File: src/rtl/raw_data_varint_encoder.sv
// Accepts raw-data words and streams each one as a protobuf base-128 varint (LSB group first) into a byte FIFO.
// Optional: define RAW_DATA_VARINT_ZIGZAG_EN to zigzag-map captured words (protobuf sint encoding).
module raw_data_varint_encoder #(
    parameter int unsigned DATA_WIDTH = 64,
    parameter int unsigned CNT_WIDTH  = 16
) (
    input  logic                  clk,
    input  logic                  reset,
    input  logic                  raw_data_valid,
    input  logic [DATA_WIDTH-1:0] raw_data_in,
    output logic                  raw_data_accepted,
    input  logic                  byte_fifo_full,
    output logic [7:0]            byte_out,
    output logic                  byte_out_push,
    output logic                  busy,
    output logic [CNT_WIDTH-1:0]  words_encoded
);

    localparam int unsigned SR_W = 64;

    typedef enum logic [0:0] {
        IDLE,
        ENCODE
    } state_t;

    state_t                 state, state_next;
    logic [SR_W-1:0]        sr, sr_next, sr_shift;
    logic                   more;
    logic                   accepted_next;
    logic [CNT_WIDTH-1:0]   count_next;
    logic [DATA_WIDTH-1:0]  word;
    logic [SR_W-1:0]        captured;

`ifdef RAW_DATA_VARINT_ZIGZAG_EN
    // Zigzag: small-magnitude signed values map to small unsigned codes.
    assign word = {raw_data_in[DATA_WIDTH-2:0], 1'b0} ^ {DATA_WIDTH{raw_data_in[DATA_WIDTH-1]}};
`else
    assign word = raw_data_in;
`endif

    assign captured = SR_W'(word);

    // State and datapath registers
    always_ff @(posedge clk or negedge reset) begin
        if (!reset) begin
            state             <= IDLE;
            sr                <= '0;
            raw_data_accepted <= 1'b0;
            busy              <= 1'b0;
            words_encoded     <= '0;
        end else begin
            state             <= state_next;
            sr                <= sr_next;
            raw_data_accepted <= accepted_next;
            busy              <= (state_next == ENCODE);
            words_encoded     <= count_next;
        end
    end

    // Next-state, capture and byte emission; the FIFO-facing outputs are combinational off sr
    always_comb begin
        state_next    = state;
        sr_next       = sr;
        accepted_next = 1'b0;
        count_next    = words_encoded;
        byte_out      = 8'h00;
        byte_out_push = 1'b0;
        sr_shift      = sr >> 7;
        more          = (sr_shift != '0);

        case (state)
            IDLE: begin
                if (raw_data_valid) begin
                    sr_next       = captured;
                    accepted_next = 1'b1;
                    state_next    = ENCODE;
                end
            end
            ENCODE: begin
                byte_out      = {more, sr[6:0]};
                byte_out_push = !byte_fifo_full;
                if (!byte_fifo_full) begin
                    sr_next = sr_shift;
                    // Last group leaves sr at zero, so byte_out reads 0x00 back in IDLE
                    if (!more) begin
                        state_next = IDLE;
                        count_next = words_encoded + CNT_WIDTH'(1);
                    end
                end
            end
            default: state_next = IDLE;
        endcase
    end

endmodule

File: config.mk
export PLATFORM = sky130hd
export DESIGN_NAME = raw_data_varint_encoder
export DESIGN_NICKNAME = d
export VERILOG_FILES = /design/src/rtl/raw_data_varint_encoder.sv
export SDC_FILE = /design/constraint.sdc
export NUM_CORES = 1
export LEC_CHECK = 0
export CAP_MARGIN = 20
export CORE_UTILIZATION = 30
export CTS_BUF_LIST = sky130_fd_sc_hd__clkbuf_4 sky130_fd_sc_hd__clkbuf_8 sky130_fd_sc_hd__clkbuf_16
export CTS_CLUSTER_DIAMETER = 200
export DETAILED_ROUTE_END_ITERATION = 12
export GPL_TIMING_DRIVEN = 0
export SLEW_MARGIN = 25
export SYNTH_ARGS = -nofsm -noshare
export SYNTH_HDL_FRONTEND = slang
export SYNTH_SLANG_ARGS = --single-unit
File: constraint.sdc
create_clock -name clk -period 2.8 [get_ports clk]
set_input_delay 0.56 -clock clk [delete_from_list [all_inputs] [get_ports clk]]
set_output_delay 0.56 -clock clk [all_outputs]
set_load 0.02 [all_outputs]
==> run_results.csv, run 1 <==
group,metric,value,unit
status,status,"finished clean",
power,vdd_drop_max,0.303,mV
floorplanning,fp-row-count,40,
critical_path,startpoint,"sr[37]",
timing,whs,0.189,ns
power,p_total,4350,µW
logic_synthesis,synth_cells,360,
global_routing,grt_overflow_total,0,
detailed_routing,routed_wl,10100,µm
timing,rsz0062_at_grt,"false",
layout,drive_above_1_share,0.0781,
clock_network,cts.path.max_buffers,2,
layout,most-common-layout-cells,"92 x clkdlybuf4s50_1, 81 x dfrtp_1, 59 x nand2_1",
clock_network,holdBufCountCts,0,
placed_design,gp_congestion,0.776,
logic_synthesis,yosys_warnings,0,
global_routing,grt_usage,0.164,
clock_network,insertion_delay,0.33,ns
layout,n_antenna_cell,0,
critical_path,slowest_stage,"dfrtp_1",
detailed_routing,drt_first_pass_iters,4,
critical_path,worstReg2RegStart,"state",
detailed_routing,antenna_left,0,
layout,final_cell_area,5350,µm²
floorplanning,die_y,115,µm
logic_synthesis,syn-cell-area,3830,µm²
power,cellPowerDensity,813,nW/µm²
clock_network,h-tree-depth,3,
clock_network,cts_root_buffer,"clkbuf_16",
timing,finalSetupViolCount,0,
critical_path,startpoint_type,"flop",
critical_path,critPathBufInv,2,
timing,final.setup.tns,0,ns
logic_synthesis,ys_seq_elements,82,
logic_synthesis,seq_area_frac_synth,0.536,
critical_path,crit_fanout,3,
layout,synthToLayoutAreaGrowth,39.6,%
timing,hold_viol,0,
critical_path,critPathCaptureType,"output pin",
critical_path,cp_top_family,"simple AND/OR/NAND/NOR gates",
clock_network,clock_sinks,82,
logic_synthesis,synth_cell_types,26,
floorplanning,ioPinCount,95,
critical_path,path_cells,"nor4_2, nand4_1, nor4_4, buf_6, nor2b_1, clkdlybuf4s15_1",
detailed_routing,num_vias,3117,
global_routing,grt_start_max_net_pins,49,
detailed_routing,drc,0,
clock_network,cts_tree,"done",
layout,final_util,0.438,
timing,fmax,0.374,GHz
critical_path,worstSetupPathType,"reg2out",
global_routing,grt_pass1_wl,16600,µm
clock_network,clkTransAtPathRegs,0.06,ns
layout,layout_commonest_cell,"clkdlybuf4s50_1",
placed_design,dpl_cell_area,5010,µm²
global_routing,antenna_found_initial,0,
floorplanning,coreArea,12200,µm²
timing,worst-slew-pin-transition,0.734,ns
floorplanning,initial_core_util,0.314,
clock_network,cts_buffers,9,
power,p_leak,0.00256,µW
placed_design,numPortBuffers,94,
logic_synthesis,syn_nets,429,
timing,period_minus_slack,2.68,ns
timing,slew_viol_final,0,
timing,finalClockSkew,0.00895,ns
timing,finalCritPeriodShare,0.955,
critical_path,critical_path_required,2.24,ns
detailed_routing,drtIter0Drc,116,
logic_synthesis,syn_avg_cell_area,10.6,µm²
critical_path,slowest_delay,0.40,ns
detailed_routing,wl_per_cell,15.8,µm
detailed_routing,viasPerCell,4.86,
placed_design,dpl.hpwl,7550,µm
critical_path,worstPathArrival,2.12,ns
floorplanning,die_w,115,µm
job,drv_cap,0,
min_path,min-delay-path-class,"in2async",
layout,fin_nets,538,
timing,relSlewSlack,0.510,
global_routing,first_global_vias,3229,
floorplanning,die-area,13200,µm²
[flip-flops by register name, summed over array words and instances, names as in the netlist]
register           count
state                  1
words_encoded         16
sr                    64
raw_data_accepted      1
[layer usage]
metal  GRT usage  wire length [µm]  vias up
met4      0.0407                97        0
met3      0.0427               531        8
li1            -                 -     1505
met1       0.225              4740     1516
met5           0                 0        -
met2       0.259              4760       88
[synthesized netlist by cell type]
cell type | n | area share
mux2_4 | 1 | 0.0039
nor2b_1 | 3 | 0.0049
nor4_4 | 1 | 0.0056
and3_1 | 5 | 0.0082
dfrtp_1 | 82 | 0.54
mux2i_1 | 57 | 0.15
clkbuf_1 | 14 | 0.014
nor2_1 | 3 | 0.0029
nor3_1 | 1 | 0.0013
xnor2_1 | 15 | 0.034
nand3_1 | 4 | 0.0052
o21a_1 | 1 | 0.0020
ha_1 | 1 | 0.0033
and4b_1 | 1 | 0.0026
and2_1 | 9 | 0.015
buf_6 | 2 | 0.0059
and4_1 | 2 | 0.0046
buf_1 | 4 | 0.0039
a22o_1 | 6 | 0.014
nand4_1 | 13 | 0.021
buf_2 | 4 | 0.0052
nand3b_1 | 1 | 0.0020
nand2_1 | 59 | 0.058
o21ai_0 | 57 | 0.074
nor4_1 | 13 | 0.021
a22o_2 | 1 | 0.0026
[kinds of logic after synthesis]
group	share of synthesized area
AOI/OAI and AO/OA	0.0928
xor gates and xnor gates	0.0343
adders and majority gates	0.00327
buffers and inverters	0.0287
DFF	0.536
muxes	0.153
and+or+nand+nor	0.152
[stage by stage]
step	cells	setup WS [ns]
floorplan	360	0.743
global placement	622	-1.85
detailed placement	623	-0.159
CTS	641	0.0469
global route	642	0.00160
finish	642	0.125
[final cells by class]
cell class / count / area, µm²
tap: 168 / 210
clock inverter: 7 / 55.1
clock buffer: 9 / 225
multi-input combinational: 254 / 1710
timing repair buffer: 98 / 988
fill: 1197 / 6860
buffer: 24 / 110
sequential: 82 / 2050
[power breakdown]
group          total (µW)  internal, µW  switching, µW  leakage, µW
Sequential           1850          1520            333      0.00112
Combinational        1400           703            698      0.00131
Clock                1090           606            487     0.000132
Total                4350          2830           1520      0.00256
[timing repair]
item | 4_1_cts | 5_1_grt
setup endpoints to repair | 1 | 1
buffers inserted | 2 | 1
pin swaps | 2 | 3
resized for setup | 2 | 7
[final timing paths]
path                                           to  slack [ns]  cells past startpoint
worst max-delay path                  byte_out[7]        0.12                      6
worst min-delay path                       sr[12]        0.19                      1
worst max register to register             sr[49]        0.50                      7
worst min register to register  words_encoded[15]        0.47                      1
max in group asynchronous                  sr[63]        2.00                      2
min in group clk                words_encoded[15]        0.47                      1
(Power assumes the default switching activity.)
==> inputs of run 2 (changes only) <==
- MAX_ROUTING_LAYER: unset -> met4
- SETUP_SLACK_MARGIN: unset -> 0.4
==> run 2 against run 1 <==
Final cell count increased by 0.47%. Hold slack improved by 0.0029 ns. Utilization increased by 0.35 points. Fmax increased by 3.8%. Critical path depth unchanged. Combinational power about the same. Sequential share of layout area decreased by 0.30 points. Sequential cell count unchanged. Non-clock buffer count increased by 3. Register-to-register slack improved by 0.06 ns. Wire length increased by 1.1%.
==> run_results.csv, run 2 (synthesis results as in run 1) <==
group,metric,value,unit
status,status,"finished clean",
floorplanning,ioPinCount,95,
critical_path,worstSetupPathType,"reg2out",
clock_network,clock_sinks,82,
placed_design,place_ws,-0.159,ns
global_routing,grt_start_max_net_pins,49,
critical_path,worstPathArrival,2.02,ns
detailed_routing,drtIter0Drc,138,
power,cellPowerDensity,812,nW/µm²
detailed_routing,routed_wl,10200,µm
power,seqPwrFrac,0.422,
clock_network,cts_tree,"done",
power,power.internal,2840,µW
layout,layout_commonest_cell,"clkdlybuf4s50_1",
critical_path,rrSetupSlack,0.56,ns
layout,drive_above_1_share,0.101,
global_routing,grtUsageMet1,0.227,
layout,finalNonFillerCells,645,
timing,finalCritPeriodShare,0.920,
layout,multi_input_area,1710,µm²
clock_network,h-tree-depth,3,
global_routing,antenna_found_initial,0,
layout,top_register,"sr",
clock_network,cts_buffers,9,
global_routing,grt_overflow_total,0,
floorplanning,die_w,115,µm
timing,final.setup.tns,0,ns
layout,fin_nets,541,
clock_network,clkTransAtPathRegs,0.07,ns
floorplanning,initial_core_util,0.314,
layout,n_antenna_cell,0,
critical_path,crit_fanout,3,
global_routing,grt_pass1_wl,16700,µm
layout,seq_area,2050,µm²
layout,fillCellCount,1193,
detailed_routing,viasPerCell,4.86,
critical_path,startpoint_type,"flop",
timing,worst-slew-pin-transition,0.717,ns
critical_path,critical_path_required,2.24,ns
floorplanning,die-area,13200,µm²
floorplanning,fp-row-count,40,
timing,slew_viol_final,0,
global_routing,gr-max-usage-layer,"met2",
layout,largestRegisters,"sr (64), words_encoded (16)",
floorplanning,coreArea,12200,µm²
placed_design,dpl.hpwl,7550,µm
clock_network,insertion_delay,0.33,ns
power,clockPowerShare,0.251,
critical_path,critPathCaptureType,"output pin",
detailed_routing,num_vias,3132,
placed_design,dp_cells,623,
min_path,min-delay-path-class,"in2async",
placed_design,numPortBuffers,94,
layout,largest_reg_flops,64,
detailed_routing,drc,0,
timing,period_minus_slack,2.58,ns
placed_design,gp_congestion,0.787,
timing,finalClockSkew,0.00903,ns
timing,finalSetupViolCount,0,
power,p_total,4380,µW
timing,hold_viol,0,
timing,relSlewSlack,0.522,
detailed_routing,wl_per_cell,15.9,µm
power,p_sw_frac,0.351,
timing,rsz0062_at_grt,"true",
clock_network,cts.path.max_buffers,2,
layout,synthToLayoutAreaGrowth,40.7,%
power,combinationalPowerShare,0.327,
power,p_leak,0.00270,µW
global_routing,first_global_vias,3233,
timing,final.setup.worst_slack,0.223,ns
detailed_routing,antenna_left,0,
global_routing,use_met3,0.0464,
global_routing,met2_usage,0.258,
floorplanning,die_y,115,µm
power,power.switching,1540,µW
detailed_routing,drt_first_pass_iters,4,
power,vdd_drop_max,0.305,mV
clock_network,cts_root_buffer,"clkbuf_16",
clock_network,holdBufCountCts,0,
layout,most-common-layout-cells,"84 x clkdlybuf4s50_1, 81 x dfrtp_1, 59 x nand2_1",
job,drv_cap,0,
timing,fmax,0.388,GHz
global_routing,grt_usage,0.170,
-- run 2: cell count changes in the layout (fill, tap and decap cells not counted), sizes merged --
cell,change
clkdlybuf4s50,-8
dlymetal6s2s,+6
buf,+4
dlygate4sd2,+2
clkdlybuf4s15,-1
-- run 2: worst max-delay path, stage by stage (launching register included) --
cell and delay, ns:
dfrtp_1 0.42, nor4_1 0.37, nand4_1 0.22, nor4_4 0.33, buf_6 0.15, nor2b_1 0.03
buf_2 0.15
-- run 2: final cells by class --
type                            instances  share of cell area
Tap cell                              168              0.0390
Timing Repair Buffer                  101               0.189
Clock inverter                          7              0.0102
Multi-Input combinational cell        254               0.317
Sequential cell                        82               0.381
Clock buffer                            9              0.0418
Buffer                                 24              0.0223
-- run 2: final timing paths --
| check | start | endpoint | depth (start not counted) |
|---|---|---|---|
| setup / recovery | sr[62] | byte_out[7] | 6 |
| hold reg to reg | words_encoded[15] | words_encoded[15] | 1 |
| min in group clk | words_encoded[15] | words_encoded[15] | 1 |
| setup reg to reg | sr[62] | words_encoded[1] | 7 |
| max in group asynchronous | reset | sr[63] | 2 |
| hold / removal | reset | sr[12] | 1 |
-- run 2: repair_timing --
action	in CTS	in global routing
gates resized for setup	10	21
buffers inserted	4	2
endpoints found under the setup margin	56	54
pin swaps	3	3
-- run 2: stage by stage --
step / hold WS [ns] / instance area [µm²] / util
5_1_grt: 0.211 / 5390 / 0.441
4_1_cts: 0.193 / 5320 / 0.436
3_5_place_dp: 0.462 / 5010 / 0.410
3_3_place_gp: 0.461 / 4980 / 0.408
6_report: 0.192 / 5390 / 0.441
2_1_floorplan: 0.264 / 3830 / -
-- run 2: routing by layer --
layer	part of all wire	routed length [µm]
met5	0	0
met4	0.0095	97
met3	0.050	514
met2	0.47	4770
met1	0.47	4870
-- run 2: power groups by stage --
stage                     clock network (µW)  logic [µW]  registers [µW]
after floorplan                            0         858            1750
after global placement                     0        1320            1840
after detailed placement                   0        1350            1850
after CTS                               1140        1400            1830
after global routing                    1190        1590            1890
final                                   1100        1430            1850
